`src/rtl/cpu_pkg.sv`:
```
// Shared definitions for the 16-bit five-stage pipeline: widths, opcode map, fetch FSM states.
// Latency: none (package only).
// Backpressure: not applicable.
package cpu_pkg;

  localparam int XLEN = 16;

  typedef logic [XLEN-1:0] word_t;

  // 4-bit major opcode carried in instr[15:12]
  typedef enum logic [3:0] {
    OP_ADD  = 4'h0,
    OP_SUB  = 4'h1,
    OP_AND  = 4'h2,
    OP_OR   = 4'h3,
    OP_XOR  = 4'h4,
    OP_SHL  = 4'h5,
    OP_SHR  = 4'h6,
    OP_ADDI = 4'h7,
    OP_LUI  = 4'h8,
    OP_LW   = 4'h9,
    OP_SW   = 4'hA,
    OP_JAL  = 4'hB,
    OP_BR   = 4'hC,
    OP_JR   = 4'hD,
    OP_NOP  = 4'hE,
    OP_HALT = 4'hF
  } opcode_e;

  // Fetch-stage FSM encoding
  typedef enum logic {
    IF_RUN    = 1'b0,
    IF_HALTED = 1'b1
  } if_state_e;

  function automatic opcode_e get_opcode(input word_t instr);
    return opcode_e'(instr[15:12]);
  endfunction

  // Sign-extend an 8-bit branch offset to the machine width
  function automatic word_t sext8(input logic [7:0] imm);
    return {{(XLEN-8){imm[7]}}, imm};
  endfunction

endpackage

```
`src/rtl/if_stage_if.sv`:
```
// Bundle of fetch-stage signals: instruction memory port, hazard/redirect controls, IF/ID register outputs.
// Latency: none (wiring only).
// Backpressure: stall from the hazard unit holds the fetch stage; there is no ready signal.
interface if_stage_if;
  import cpu_pkg::*;

  word_t imem_addr;
  word_t imem_data;
  logic  stall;
  logic  redirect;
  word_t redirect_pc;
  word_t ifid_instr;
  word_t ifid_pc1;
  logic  ifid_valid;
  logic  ifid_pred_taken;
  logic  halted;

  // Fetch stage side
  modport master (
    output imem_addr,
    input  imem_data,
    input  stall,
    input  redirect,
    input  redirect_pc,
    output ifid_instr,
    output ifid_pc1,
    output ifid_valid,
    output ifid_pred_taken,
    output halted
  );

  // Memory / hazard / decode side
  modport slave (
    input  imem_addr,
    output imem_data,
    output stall,
    output redirect,
    output redirect_pc,
    input  ifid_instr,
    input  ifid_pc1,
    input  ifid_valid,
    input  ifid_pred_taken,
    input  halted
  );

endinterface

```
`src/rtl/if_next_pc.sv`:
```
// Combinational next-PC generator: PC+1, branch target, static backward-taken prediction, HALT decode.
// Latency: 0 cycles (pure combinational).
// Backpressure: none; config macro IF_BTFN_PREDICT_EN enables backward-taken prediction.
module if_next_pc
  import cpu_pkg::*;
(
  input  word_t pc,
  input  word_t instr,
  output word_t pc1,
  output word_t target,
  output logic  pred_taken,
  output logic  is_halt
);

  opcode_e opcode;
  logic    unused_mid;

  assign opcode  = get_opcode(instr);
  assign pc1     = pc + word_t'(1);
  // Target is relative to the following instruction, matching execute's resolution
  assign target  = pc1 + sext8(instr[7:0]);
  assign is_halt = (opcode == OP_HALT);

`ifdef IF_BTFN_PREDICT_EN
  // Backward conditional branches are usually loop closers: predict them taken
  assign pred_taken = (opcode == OP_BR) && instr[7];
`else
  assign pred_taken = 1'b0;
`endif

  // Register-field bits have no meaning to fetch
  assign unused_mid = ^instr[11:8];

endmodule

```
`src/rtl/if_stage.sv`:
```
// Instruction fetch: owns PC, drives imem address, captures word + PC+1 + valid into IF/ID; stops on HALT.
// Latency: 1 cycle from PC presented to ifid_* valid; redirect costs one bubble.
// Backpressure: stall holds PC and IF/ID; redirect overrides stall and HALTED. Macro: IF_BTFN_PREDICT_EN.
module if_stage
  import cpu_pkg::*;
#(
  parameter word_t RESET_PC = 16'h0000
)
(
  input  logic       Clk,
  input  logic       Rst,
  if_stage_if.master fetch
);

  word_t     pc;
  if_state_e state;
  word_t     ifid_instr_q;
  word_t     ifid_pc1_q;
  logic      ifid_valid_q;
  logic      ifid_pred_taken_q;

  word_t     pc1;
  word_t     target;
  word_t     next_pc;
  logic      pred_taken;
  logic      is_halt;

  if_next_pc u_next_pc (
    .pc         (pc),
    .instr      (fetch.imem_data),
    .pc1        (pc1),
    .target     (target),
    .pred_taken (pred_taken),
    .is_halt    (is_halt)
  );

  assign next_pc = pred_taken ? target : pc1;

  // Fetch FSM, PC and IF/ID register; priority Rst > redirect > stall > state action
  always_ff @(posedge Clk) begin
    if (Rst) begin
      pc                <= RESET_PC;
      state             <= IF_RUN;
      ifid_instr_q      <= '0;
      ifid_pc1_q        <= '0;
      ifid_valid_q      <= 1'b0;
      ifid_pred_taken_q <= 1'b0;
    end else if (fetch.redirect) begin
      // Instruction/pc1 fields keep their stale contents; valid=0 marks the bubble
      pc                <= fetch.redirect_pc;
      state             <= IF_RUN;
      ifid_valid_q      <= 1'b0;
      ifid_pred_taken_q <= 1'b0;
    end else if (!fetch.stall) begin
      case (state)
        IF_RUN: begin
          ifid_instr_q      <= fetch.imem_data;
          ifid_pc1_q        <= pc1;
          ifid_valid_q      <= 1'b1;
          if (is_halt) begin
            ifid_pred_taken_q <= 1'b0;
            pc                <= pc1;
            state             <= IF_HALTED;
          end else begin
            ifid_pred_taken_q <= pred_taken;
            pc                <= next_pc;
          end
        end
        IF_HALTED: begin
          ifid_valid_q      <= 1'b0;
          ifid_pred_taken_q <= 1'b0;
        end
        default: begin
          state <= IF_RUN;
        end
      endcase
    end
  end

  assign fetch.imem_addr       = pc;
  assign fetch.ifid_instr      = ifid_instr_q;
  assign fetch.ifid_pc1        = ifid_pc1_q;
  assign fetch.ifid_valid      = ifid_valid_q;
  assign fetch.ifid_pred_taken = ifid_pred_taken_q;
  assign fetch.halted          = (state == IF_HALTED);

endmodule

```
`src/flat_wrapper.sv`:
```
// flat-port wrapper written by rule: the top's interface ports become plain ports
module if_stage_flat import cpu_pkg::*;
#(
  parameter word_t RESET_PC = 16'h0000
)
  (Clk, Rst, fetch_imem_addr, fetch_imem_data, fetch_stall, fetch_redirect, fetch_redirect_pc, fetch_ifid_instr, fetch_ifid_pc1, fetch_ifid_valid, fetch_ifid_pred_taken, fetch_halted);
  if_stage_if fetch_i ();
  input  logic Clk;
  input  logic Rst;
  output wire logic [$bits(fetch_i.imem_addr)-1:0] fetch_imem_addr;
  input wire logic [$bits(fetch_i.imem_data)-1:0] fetch_imem_data;
  input wire logic [$bits(fetch_i.stall)-1:0] fetch_stall;
  input wire logic [$bits(fetch_i.redirect)-1:0] fetch_redirect;
  input wire logic [$bits(fetch_i.redirect_pc)-1:0] fetch_redirect_pc;
  output wire logic [$bits(fetch_i.ifid_instr)-1:0] fetch_ifid_instr;
  output wire logic [$bits(fetch_i.ifid_pc1)-1:0] fetch_ifid_pc1;
  output wire logic [$bits(fetch_i.ifid_valid)-1:0] fetch_ifid_valid;
  output wire logic [$bits(fetch_i.ifid_pred_taken)-1:0] fetch_ifid_pred_taken;
  output wire logic [$bits(fetch_i.halted)-1:0] fetch_halted;
  assign fetch_imem_addr = fetch_i.imem_addr;
  assign fetch_i.imem_data = fetch_imem_data;
  assign fetch_i.stall = fetch_stall;
  assign fetch_i.redirect = fetch_redirect;
  assign fetch_i.redirect_pc = fetch_redirect_pc;
  assign fetch_ifid_instr = fetch_i.ifid_instr;
  assign fetch_ifid_pc1 = fetch_i.ifid_pc1;
  assign fetch_ifid_valid = fetch_i.ifid_valid;
  assign fetch_ifid_pred_taken = fetch_i.ifid_pred_taken;
  assign fetch_halted = fetch_i.halted;
  if_stage #(.RESET_PC(RESET_PC)) u_core (.Clk(Clk), .Rst(Rst), .fetch(fetch_i));
endmodule
```
`config.mk`:
```
export PLATFORM = sky130hd
export DESIGN_NAME = if_stage_flat
export DESIGN_NICKNAME = d
export VERILOG_FILES = /design/src/rtl/cpu_pkg.sv /design/src/rtl/if_stage_if.sv /design/src/rtl/if_next_pc.sv /design/src/rtl/if_stage.sv /design/src/flat_wrapper.sv
export SDC_FILE = /design/constraint.sdc
export NUM_CORES = 1
export LEC_CHECK = 0
export BUFFER_PORTS_ARGS = -buffer_cell sky130_fd_sc_hd__buf_2
export CAP_MARGIN = 20
export CORE_MARGIN = 5
export CORE_UTILIZATION = 54
export DETAILED_ROUTE_END_ITERATION = 7
export GPL_ROUTABILITY_DRIVEN = 0
export GPL_TIMING_DRIVEN = 0
export PLACE_DENSITY = 0.82
export REMOVE_ABC_BUFFERS = 1
export SETUP_SLACK_MARGIN = 0.4
export SLEW_MARGIN = 10
export SYNTH_ARGS = -nofsm -noshare
export SYNTH_HDL_FRONTEND = slang
export SYNTH_HIERARCHICAL = 1
export SYNTH_SLANG_ARGS = --single-unit
export TNS_END_PERCENT = 100
```
`constraint.sdc`:
```
create_clock -name Clk -period 3.55 [get_ports Clk]
set_input_delay 0.71 -clock Clk [delete_from_list [all_inputs] [get_ports Clk]]
set_output_delay 0.71 -clock Clk [all_outputs]
set_load 0.02 [all_outputs]
```
==> Word level (Yosys, flattened, before mapping) <==
Index checks and enable logic that the tools add are counted.
{ "word_totals": {"wordCells": 21, "out_inout_bits": 51, "ff_bits": 50, "in_bits": 36} }
{ "classes": {"n_eq_ne": 3, "n_mux": 6, "n_reduce_logical": 3, "addsub": 1, "n_bitwise": 3} }
{ "ops": {"columns": ["operator", "n"], "rows": [
  ["$mux 16", 3],
  ["$add 16x1->16 const B", 1],
  ["$eq 4x4->1 const B", 1],
  ["$not 1->1", 3],
  ["$reduce_and 3->1", 1],
  ["$mux 1", 2],
  ["$ne 2x1->1 const B", 1],
  ["$ne 2x2->1 const B", 1],
  ["$pmux 1 s2", 1],
  ["$reduce_and 2->1", 1],
  ["$reduce_or 2->1", 1]
]} }

==> Logic depth before layout (Yosys ltp) <==
Gate-level depths: netlist of the first run.
{ "depth": {"word_depth": 4, "mapped_depth": 13, "ltp_nobuf": 13} }

==> Cells and area by module <==
The synthesis of the first run kept the hierarchy.
{ "modules_own_cells": {"columns": ["module", "n_inst", "cells_each", "area_each_um2", "seq_area_each_um2"], "rows": [
  ["if_stage", 1, 247, 2125.8, 1021.0],
  ["if_next_pc", 1, 146, 1054.8, 0.0]
]} }

==> Worst setup path before layout of the first run <==
No wires, ideal clock.
{ "synth_timing": {"kind": "register to register", "start": "register u_core.pc[0] (netlist: u_core/fetch.imem_addr[0])", "end": "register u_core.pc[10] (netlist: u_core/fetch.imem_addr[10])", "path_stages_with_launch": 8, "arrival_ps": 1655, "required_ps": 3467, "setup_slack_ps": 1812, "path_buffers": 0, "cell_sequence": "dfxtp_1 -> ha_1 -> nand2_1 -> nor2_1 -> nand4_1 -> xnor2_1 -> mux2i_1 -> o221ai_1"} }
{ "synth_via": {"elab_chain_len": 4} }
{ "synth_rtl": {"columns": ["element", "line", "rtl"], "rows": [
  ["from (decl)", "if_stage.sv:15", "word_t pc;"],
  ["from (signal assigned)", "if_stage.sv:50", "pc <= fetch.redirect_pc;"],
  ["from (signal assigned)", "if_stage.sv:62", "pc <= pc1;"],
  ["from (signal assigned)", "if_stage.sv:66", "pc <= next_pc;"],
  ["$add 16x1->16", "if_next_pc.sv:19", "assign pc1 = pc + word_t'(1);"],
  ["named net u_core.pc1[10]", "if_stage.sv:22", "word_t pc1;"],
  ["$mux 16", "if_stage.sv:55", "case (state)"],
  ["$mux 16", "if_stage.sv:54", "end else if (!fetch.stall) begin"],
  ["$mux 16", "if_stage.sv:48", "end else if (fetch.redirect) begin"]
]} }
The timed path passes the listed nets, and every way through them passes these cells. The select of a mux whose other input is x is not followed.
A chain may end at the register's enable or synchronous reset.

==> Final worst setup path of the first run <==
Ends and elaborated chain as after synthesis.

==> results of run 1 <==
==> area by class of cell <==
class,instances,area [µm²]
Tap cell,75,93.84
Multi-Input combinational cell,309,2017
Inverter,9,33.78
Fill cell,508,2054
Clock inverter,1,30.03
Sequential cell,51,1021
Clock buffer,6,72.57
Timing Repair Buffer,89,493.0
==> cell families (layout without fill, tap and decap cells) <==
| family | Yosys count | in the layout | synth area share [%] |
|---|---|---|---|
| other | 1 | 1 | 0.1179 |
| DFF | 51 | 51 | 32.10 |
| and+or+nand+nor | 153 | 153 | 24.94 |
| buffers and inverters | 33 | 105 | 4.681 |
| adders and majority gates | 20 | 20 | 8.104 |
| muxes | 17 | 17 | 5.350 |
| AOI/OAI and AO/OA | 90 | 90 | 16.99 |
| xor gates and xnor gates | 28 | 28 | 7.710 |
==> cell usage in the layout, fill, tap and decap left out, types with 2 or more instances in the layout <==
master / instances
buf_2: 86
nand3_1: 6
clkbuf_8: 5
ha_1: 19
nand2b_1: 5
xnor2_1: 18
nand2_1: 93
a211oi_1: 2
nor2b_1: 4
mux2i_1: 17
nand4_1: 3
nor3_4: 2
inv_1: 9
dfxtp_1: 51
nor2_1: 7
nand3_2: 2
a31oi_1: 3
or4b_1: 16
o221ai_1: 14
and2_1: 3
and4_1: 2
a21oi_1: 51
o211ai_1: 4
and3_1: 2
xor2_1: 10
nor3_1: 3
o21ai_0: 8
==> state kept, by name, indices dropped and copies added (netlist names) <==
signal,flops
u_core/fetch.imem_addr,16
u_core/fetch.ifid_instr,16
u_core/fetch.halted,1
u_core/fetch.ifid_pred_taken,1
u_core/fetch.ifid_valid,1
u_core/fetch.ifid_pc1,16
==> routing by layer <==
metal	wire, µm	share of wire (%)
met2	3936	49
met1	3500	44
met4	74	0.92
met3	511	6.4
met5	0	0
==> through the flow <==
| step | total power, mW | cell area, µm² | std cells | hold WS, ns | utilization, % |
|---|---|---|---|---|---|
| after floorplan | 0.9242 | 3065 | 369 | 0.5284 | - |
| after global placement | 1.038 | 3590 | 530 | 0.4389 | 61.73 |
| after detailed placement | 1.056 | 3623 | 531 | 0.4433 | 62.31 |
| after CTS | 1.450 | 3726 | 538 | 0.4567 | 64.07 |
| after global routing | 1.535 | 3761 | 540 | 0.4716 | 64.67 |
| final | 1.446 | 3761 | 540 | 0.4531 | 64.67 |
==> final timing paths <==
| path | from | endpoint | depth (start not counted) |
|---|---|---|---|
| setup reg to reg | u_core/fetch.imem_addr[0]$_SDFFE_PP0P_ | u_core/fetch.imem_addr[10]$_SDFFE_PP0P_ | 7 |
| setup / recovery | u_core/fetch.imem_addr[0]$_SDFFE_PP0P_ | u_core/fetch.imem_addr[10]$_SDFFE_PP0P_ | 7 |
| hold reg to reg | u_core/fetch.ifid_instr[7]$_SDFFE_PP0P_ | u_core/fetch.ifid_instr[7]$_SDFFE_PP0P_ | 2 |
| hold / removal | u_core/fetch.ifid_instr[7]$_SDFFE_PP0P_ | u_core/fetch.ifid_instr[7]$_SDFFE_PP0P_ | 2 |
==> power breakdown <==
group	leakage, nW	switching, mW	internal [mW]
logic	1.24	0.246	0.172
clock network	0.0513	0.187	0.207
registers	0.417	0.0299	0.604
==> worst min-delay path, stage by stage (launching register included) <==
cell     delay (ns)
dfxtp_1        0.31
nand2_1        0.05
a21oi_1        0.05
==> results.toml, run 1 <==
[timing]
final_hold_viol_count = 0
setup_viol = 0
slew_headroom_pct = -45.31
worst_pin_slew_ns = 2.175
period_share_pct = 56.55
fin_ws_ns = 1.543
rsz0062_at_grt = "no"
fmax_mhz = 498.1
finalSetupTns_ns = 0
min_period_ns = 2.007
final_max_slew_viol_count = 18
skew_ns = 0.005189

[synth]
seq_area_frac_synth_pct = 32.10
yosys_warnings = 6
synthesis.area_um2 = 3181
synth.most_common_cell = "nand2_1"
synth_commonest_cells = "93 x nand2_1, 51 x a21oi_1, 51 x dfxtp_1, 19 x ha_1, 18 x xnor2_1"
synthTopCellsByArea = "dfxtp_1 32%, nand2_1 11%, a21oi_1 8.0%"
ys_seq_elements = 51
synth_edf_count = 0
syn_avg_cell_area_um2 = 8.093
syn_inst = 393
synth_ff_type = "dfxtp_1"
ys_async_sr_fraction_pct = 0
synth_top_area_share_pct = 32.10
yosys.cell_types.count = 46
synth_top_area_cell = "dfxtp_1"

[clock_network]
holdBufCountCts = 0
cts_setup_buffers = 0
post_cts_resized = 0
h-tree-depth = 2
clockBufferDepth = 2
cts_tree = "yes"
insertion_delay_ns = 0.30
cts.sink_count = 51
cts-root-buf = "clkbuf_8"
path_clk_slew_ns = 0.09
cts-buffers-inserted = 5

[critical_path]
end_kind = "flop"
crit_required_ns = 3.76
path_buf_inv = 0
crit_arrival_ns = 2.21
path_cells = "ha_1 > nand2_1 > nor2_1 > nand4_1 > xnor2_1 > mux2i_1 > o221ai_1"
slowest_delay_ns = 0.41
crit_type = "reg -> reg"
regToRegSetupSlack_ns = 1.54
cp_max_fo = 5
start_kind = "flop"
cp_top_family = "simple AND/OR/NAND/NOR gates"
slowest_stage = "dfxtp_1"

[route]
via_count = 2996
drtIter0Drc = 193
finalWirelength_mm = 8.022
drc_errors = 0
final_antenna_net_count = 0
routedWlPerCell_um = 14.86
via_per_inst = 5.548
drtPass1Iterations = 4

[status]
violations = "max-slew violations"
status = "finished with violations"

[die]
die_w_um = 86.75
ios = 87
dieArea_um2 = 7525
start_util_pct = 54.69
die_height_um = 86.75
core_area_um2 = 5816
std_cell_rows = 28

[placement]
dpl.hpwl_mm = 5.770
place_ws_ns = 0.9622
io_buffers = 86

[layout]
drive_gt1_share_pct = 21.72
area_delta_synth_final_pct = 18.25
diodes = 0
nNetsFinal = 521

[global_route]
grt_max_degree = 67
busiest_layer = "met2"
antenna_found_initial = 0
gr-usage-met3_pct = 3.612
met1_usage_pct = 27.64
gr-usage-met2_pct = 36.09
globalRoute.totalOverflow = 0
grt_first_pass_wirelength_mm = 13.09
grt_pass1_vias = 2841
grt_usage_pct = 21.23

[run]
max_cap_violations = 0

[hold_path]
min_path_type = "reg -> reg"

[power]
leakagePower_nw = 1.704
power.density_nw_per_um2 = 384.4
ir_drop_v = 0.0002151
(Power assumes the default switching activity.)
==> inputs of run 2 (changes only) <==
--- a/config.mk
+++ b/config.mk
@@ -8,11 +8,11 @@
 export BUFFER_PORTS_ARGS = -buffer_cell sky130_fd_sc_hd__buf_2
 export CAP_MARGIN = 20
 export CORE_MARGIN = 5
-export CORE_UTILIZATION = 54
+export CORE_UTILIZATION = 53
 export DETAILED_ROUTE_END_ITERATION = 7
 export GPL_ROUTABILITY_DRIVEN = 0
 export GPL_TIMING_DRIVEN = 0
-export PLACE_DENSITY = 0.82
+export PLACE_DENSITY = 0.81
 export REMOVE_ABC_BUFFERS = 1
 export SETUP_SLACK_MARGIN = 0.4
 export SLEW_MARGIN = 10
==> constraint.sdc (replaced) <==
create_clock -name Clk -period 2 [get_ports Clk]
set_input_delay 0.4 -clock Clk [delete_from_list [all_inputs] [get_ports Clk]]
set_output_delay 0.4 -clock Clk [all_outputs]
set_load 0.02 [all_outputs]
==> run 2 against run 1 <==
Non-clock buffer count grew 17. Hold slack lost 0.15 ns. Critical path type unchanged. Cell count grew 3.3%. Combinational power grew 92%. Maximum frequency grew 24%. Highest routed layer unchanged. Final area grew 6.3%. First-iteration DRC count shrank 5.2%. Global-route usage grew 0.29 points. The flow still finishes with violations (max-slew violations). Register-to-register slack lost 1.2 ns.
==> results.toml, run 2 (same netlist as run 1, synthesis figures left out) <==
[layout]
drive_gt1_share_pct = 29.81
nNetsFinal = 538
diodes = 0
final_cell_mix = "92 x nand2_1, 85 x buf_2, 51 x a21oi_1, 40 x dfxtp_1, 19 x buf_4"
area_delta_synth_final_pct = 25.69
final_common_cell = "nand2_1"
final_core_util_pct = 67.92

[clock_network]
holdBufCountCts = 0
h-tree-depth = 2
insertion_delay_ns = 0.30
cts-root-buf = "clkbuf_8"
cts.sink_count = 51
path_clk_slew_ns = 0.09
cts_tree = "yes"
cts-buffers-inserted = 5
clockBufferDepth = 2

[power]
clockPowerShare_pct = 23.4
swShare_pct = 34.24
power.density_nw_per_um2 = 632.2
p_sw_uw = 865.4
leakagePower_nw = 1.822
seqPwrFrac_pct = 44.8
comb_power_share_pct = 31.8
ir_drop_v = 0.0003435
power.internal_mw = 1.662

[timing]
period_share_pct = 80.88
min_period_ns = 1.618
rsz0062_at_grt = "yes"
finalSetupTns_ns = 0
setup_viol = 0
skew_ns = 0.004215
final_hold_viol_count = 0
worst_pin_slew_ns = 2.130
slew_headroom_pct = -42.28
final_max_slew_viol_count = 18
fmax_mhz = 618.2

[critical_path]
crit_top_cell = "nand4_1"
cp_max_fo = 5
crit_type = "reg -> reg"
slowest_delay_ns = 0.38
start_kind = "flop"
path_buf_inv = 1
end_kind = "flop"
path_cells = "nand4_1 > buf_4 > nor2_4 > nand4_1 > xnor2_2 > mux2i_1 > o221ai_1"
crit_arrival_ns = 1.78
cp_top_family = "simple AND/OR/NAND/NOR gates"
slowest_stage = "dfxtp_4"
crit_required_ns = 2.16

[global_route]
gr-usage-met2_pct = 35.82
antenna_found_initial = 0
grt_first_pass_wirelength_mm = 13.41
busiest_layer = "met2"
met1_usage_pct = 28.26
grt_pass1_vias = 2871
grt_usage_pct = 21.52
grt_max_degree = 67
gr-usage-met3_pct = 2.933
globalRoute.totalOverflow = 0

[die]
ios = 87
die_height_um = 87.47
std_cell_rows = 28
die_w_um = 87.47
start_util_pct = 54.04
dieArea_um2 = 7650
core_area_um2 = 5886

[status]
violations = "max-slew violations"
status = "finished with violations"

[placement]
dpl.hpwl_mm = 5.673
io_buffers = 86

[route]
via_count = 3132
final_antenna_net_count = 0
via_per_inst = 5.613
routedWlPerCell_um = 15.42
drtPass1Iterations = 4
drtIter0Drc = 183
finalWirelength_mm = 8.606
drc_errors = 0

[run]
max_cap_violations = 0

[hold_path]
min_path_type = "in -> reg"
-- run 2: cell type report --
class / instances / area [µm²]
Clock buffer: 6 / 72.57
Tap cell: 75 / 93.84
Multi-Input combinational cell: 309 / 2112
Clock inverter: 2 / 12.51
Sequential cell: 51 / 1057
Timing Repair Buffer: 106 / 615.6
Fill cell: 494 / 1888
Inverter: 9 / 33.78
-- run 2: power by group through the flow --
| stage | registers, mW | clock network, mW | logic (mW) |
|---|---|---|---|
| floorplan | 1.21 | 0 | 0.431 |
| global placement | 1.15 | 0 | 0.700 |
| detailed placement | 1.15 | 0 | 0.725 |
| CTS | 1.13 | 0.616 | 0.740 |
| global route | 1.14 | 0.657 | 0.882 |
| finish | 1.13 | 0.591 | 0.803 |
-- run 2: worst min-delay path, cell delays in order --
cell and delay [ns]:
buf_2 0.07, nand2_1 0.04, o211ai_1 0.06
-- run 2: per-layer routing --
| metal | up-vias | part of all wire [%] | wire length (µm) |
|---|---|---|---|
| met5 | - | 0 | 0 |
| met2 | 99 | 49 | 4236 |
| li1 | 1571 | - | - |
| met1 | 1458 | 45 | 3831 |
| met3 | 4 | 5.8 | 496 |
| met4 | 0 | 0.49 | 42 |
-- run 2: final timing paths --
path | end | cells past startpoint | slack, ns | start
worst max-delay path | u_core/fetch.imem_addr[10]$_SDFFE_PP0P_ | 7 | 0.38 | u_core/fetch.imem_addr[3]$_SDFFE_PP0P_
worst min-delay path | u_core/fetch.imem_addr[15]$_SDFFE_PP0P_ | 3 | 0.30 | fetch_redirect_pc[15]
worst max register to register | u_core/fetch.imem_addr[10]$_SDFFE_PP0P_ | 7 | 0.38 | u_core/fetch.imem_addr[3]$_SDFFE_PP0P_
worst min register to register | u_core/fetch.ifid_pc1[15]$_SDFFE_PP0P_ | 2 | 0.45 | u_core/fetch.ifid_pc1[15]$_SDFFE_PP0P_
-- run 2: per-stage QoR --
stage / instance area (µm²) / cells / worst slack, ns / power [mW] / hold slack [ns]
finish: 3998 / 558 / 0.3824 / 2.527 / 0.3016
global route: 3998 / 558 / 0.2945 / 2.681 / 0.3073
CTS: 3814 / 543 / 0.3498 / 2.488 / 0.2936
detailed placement: 3623 / 531 / -0.2528 / 1.875 / 0.4437
global placement: 3590 / 530 / -0.6662 / 1.845 / 0.4385
floorplan: 3065 / 369 / 0.2581 / 1.640 / 0.4691
-- run 2: repair_timing --
item                       in CTS  in global routing
buffers inserted                4                 15
setup endpoints to repair      48                 45
resized for setup              25                 14
pin swaps                       5                 10
gates cloned                    0                  0
==> inputs of run 3 (changes only) <==
--- a/config.mk
+++ b/config.mk
@@ -8,11 +8,11 @@
 export BUFFER_PORTS_ARGS = -buffer_cell sky130_fd_sc_hd__buf_2
 export CAP_MARGIN = 20
 export CORE_MARGIN = 5
-export CORE_UTILIZATION = 53
+export CORE_UTILIZATION = 48
 export DETAILED_ROUTE_END_ITERATION = 7
 export GPL_ROUTABILITY_DRIVEN = 0
 export GPL_TIMING_DRIVEN = 0
-export PLACE_DENSITY = 0.81
+export PLACE_DENSITY = 0.77
 export REMOVE_ABC_BUFFERS = 1
 export SETUP_SLACK_MARGIN = 0.4
 export SLEW_MARGIN = 10
==> constraint.sdc (replaced) <==
create_clock -name Clk -period 1.3 [get_ports Clk]
set_input_delay 0.26 -clock Clk [delete_from_list [all_inputs] [get_ports Clk]]
set_output_delay 0.26 -clock Clk [all_outputs]
set_load 0.02 [all_outputs]
==> run 3 against run 2 <==
The run ends with max-slew violations, negative setup slack left. Critical endpoint unchanged. Register-to-register slack lost 0.73 ns. Clock power grew 110%. Highest routed layer unchanged. Maximum frequency shrank 1.8%. Sequential power grew 54%. Global-route usage grew 1.5 points.
==> results.toml, run 3 (same netlist as run 1, synthesis figures left out) <==
[die]
die_height_um = 91.40
core_area_um2 = 6386
die_w_um = 91.40
dieArea_um2 = 8354
std_cell_rows = 29
ios = 87
start_util_pct = 49.80

[timing]
final_hold_viol_count = 0
worst_pin_slew_ns = 2.059
slew_headroom_pct = -37.56
fin_ws_ns = -0.3478
final_max_slew_viol_count = 18
skew_ns = 0.01086
min_period_ns = 1.648
setup_viol = 32
fmax_mhz = 606.9
finalSetupTns_ns = -4.962
period_share_pct = 126.8
rsz0062_at_grt = "yes"

[layout]
final_core_util_pct = 78.55
final_common_cell = "nand2_1"
area_delta_synth_final_pct = 57.71
diodes = 0
final_cell_mix = "79 x nand2_1, 66 x buf_6, 50 x a21oi_1, 36 x dfxtp_2, 33 x buf_2"
nNetsFinal = 576
drive_gt1_share_pct = 47.79

[clock_network]
cts-root-buf = "clkbuf_8"
insertion_delay_ns = 0.32
cts_tree = "yes"
cts-buffers-inserted = 5
path_clk_slew_ns = 0.11
h-tree-depth = 2
clockBufferDepth = 2
cts.sink_count = 51
holdBufCountCts = 0

[run]
max_cap_violations = 0

[critical_path]
rr_worst_depth = 7
crit_arrival_ns = 1.83
start_kind = "flop"
crit_required_ns = 1.48
cp_max_fo = 4
end_kind = "flop"
crit_type = "reg -> reg"

[hold_path]
min_path_type = "in -> reg"
holdPathStages = 3

[route]
drc_errors = 0
drtIter0Drc = 422
via_per_inst = 6.149
routedWlPerCell_um = 19.92
finalWirelength_mm = 11.91
final_antenna_net_count = 0
via_count = 3677
drtPass1Iterations = 6

[global_route]
antenna_found_initial = 0
grt_first_pass_wirelength_mm = 15.97
grt_max_degree = 67
grt_pass1_vias = 3282
globalRoute.totalOverflow = 0
grt_usage_pct = 23.02

[status]
status = "finished with violations"
violations = "max-slew violations, negative setup slack"

[placement]
io_buffers = 86
dpl.hpwl_mm = 5.778

[power]
power.density_nw_per_um2 = 929.1
leakagePower_nw = 2.189
finalPower_mw = 4.661
ir_drop_v = 0.0006164
[run 3: changes by cell type in the layout (fill, tap and decap cells not counted), moves of 6 or more]
| cell | before | now |
|---|---|---|
| dfxtp_4 | 9 | 15 |
| buf_4 | 19 | 32 |
| dfxtp_1 | 40 | 0 |
| nand2_2 | 1 | 13 |
| buf_2 | 85 | 33 |
| nand2_1 | 92 | 79 |
| dfxtp_2 | 2 | 36 |
| buf_6 | 0 | 66 |
[run 3: area by class of cell]
class	instances	area (µm²)
Fill cell	396	1370
Clock buffer	6	82.58
Sequential cell	51	1122
Timing Repair Buffer	141	1339
Clock inverter	2	38.79
Tap cell	77	96.34
Inverter	9	33.78
Multi-Input combinational cell	312	2303
[run 3: path summary, 6_finish.rpt]
check	start	to	slack [ns]
worst min-delay path	fetch_imem_data[8]	u_core/fetch.ifid_instr[8]$_SDFFE_PP0P_	0.15
worst max register to register	u_core/fetch.imem_addr[3]$_SDFFE_PP0P_	u_core/fetch.imem_addr[10]$_SDFFE_PP0P_	-0.35
worst min register to register	u_core/fetch.ifid_pc1[2]$_SDFFE_PP0P_	u_core/fetch.ifid_pc1[2]$_SDFFE_PP0P_	0.47
worst max-delay path	u_core/fetch.imem_addr[3]$_SDFFE_PP0P_	u_core/fetch.imem_addr[10]$_SDFFE_PP0P_	-0.35
[run 3: power breakdown]
group | internal [mW] | total [mW] | switching [mW]
logic | 0.791 | 1.68 | 0.892
registers | 1.66 | 1.74 | 0.0884
clock network | 0.635 | 1.23 | 0.599
total | 3.08 | 4.66 | 1.58
[run 3: routing by layer]
metal	wire length [µm]	global-route usage, %
met5	0	0
met4	468	7.213
met3	1067	5.537
met2	5717	39.92
met1	4657	27.90
[run 3: worst max-delay path: stages, from the launching register on]
cell and delay, ns:
dfxtp_4 0.36, nand4_1 0.15, buf_4 0.19, nor2_4 0.17
nand4_1 0.17, xnor2_2 0.19, mux2i_1 0.16, o221ai_1 0.12
[run 3: repair_timing]
| item | 4_1_cts | 5_1_grt |
|---|---|---|
| setup endpoints to repair | 102 | 100 |
| setup buffers | 32 | 19 |
| gates cloned | 4 | 2 |
| hold endpoints to repair | 0 | 0 |
| resized for setup | 217 | 32 |
| pin swaps | 29 | 29 |
[run 3: stage by stage]
step	hold WS, ns	instances	setup WS [ns]	cell area, µm²
final	0.1536	598	-0.3478	5016
after floorplan	0.3291	369	-0.4419	3065
after global routing	0.1784	598	-0.4460	5016
after detailed placement	0.4430	533	-0.8682	3626
after global placement	0.4388	532	-1.214	3592
after CTS	0.1507	577	-0.2532	4681
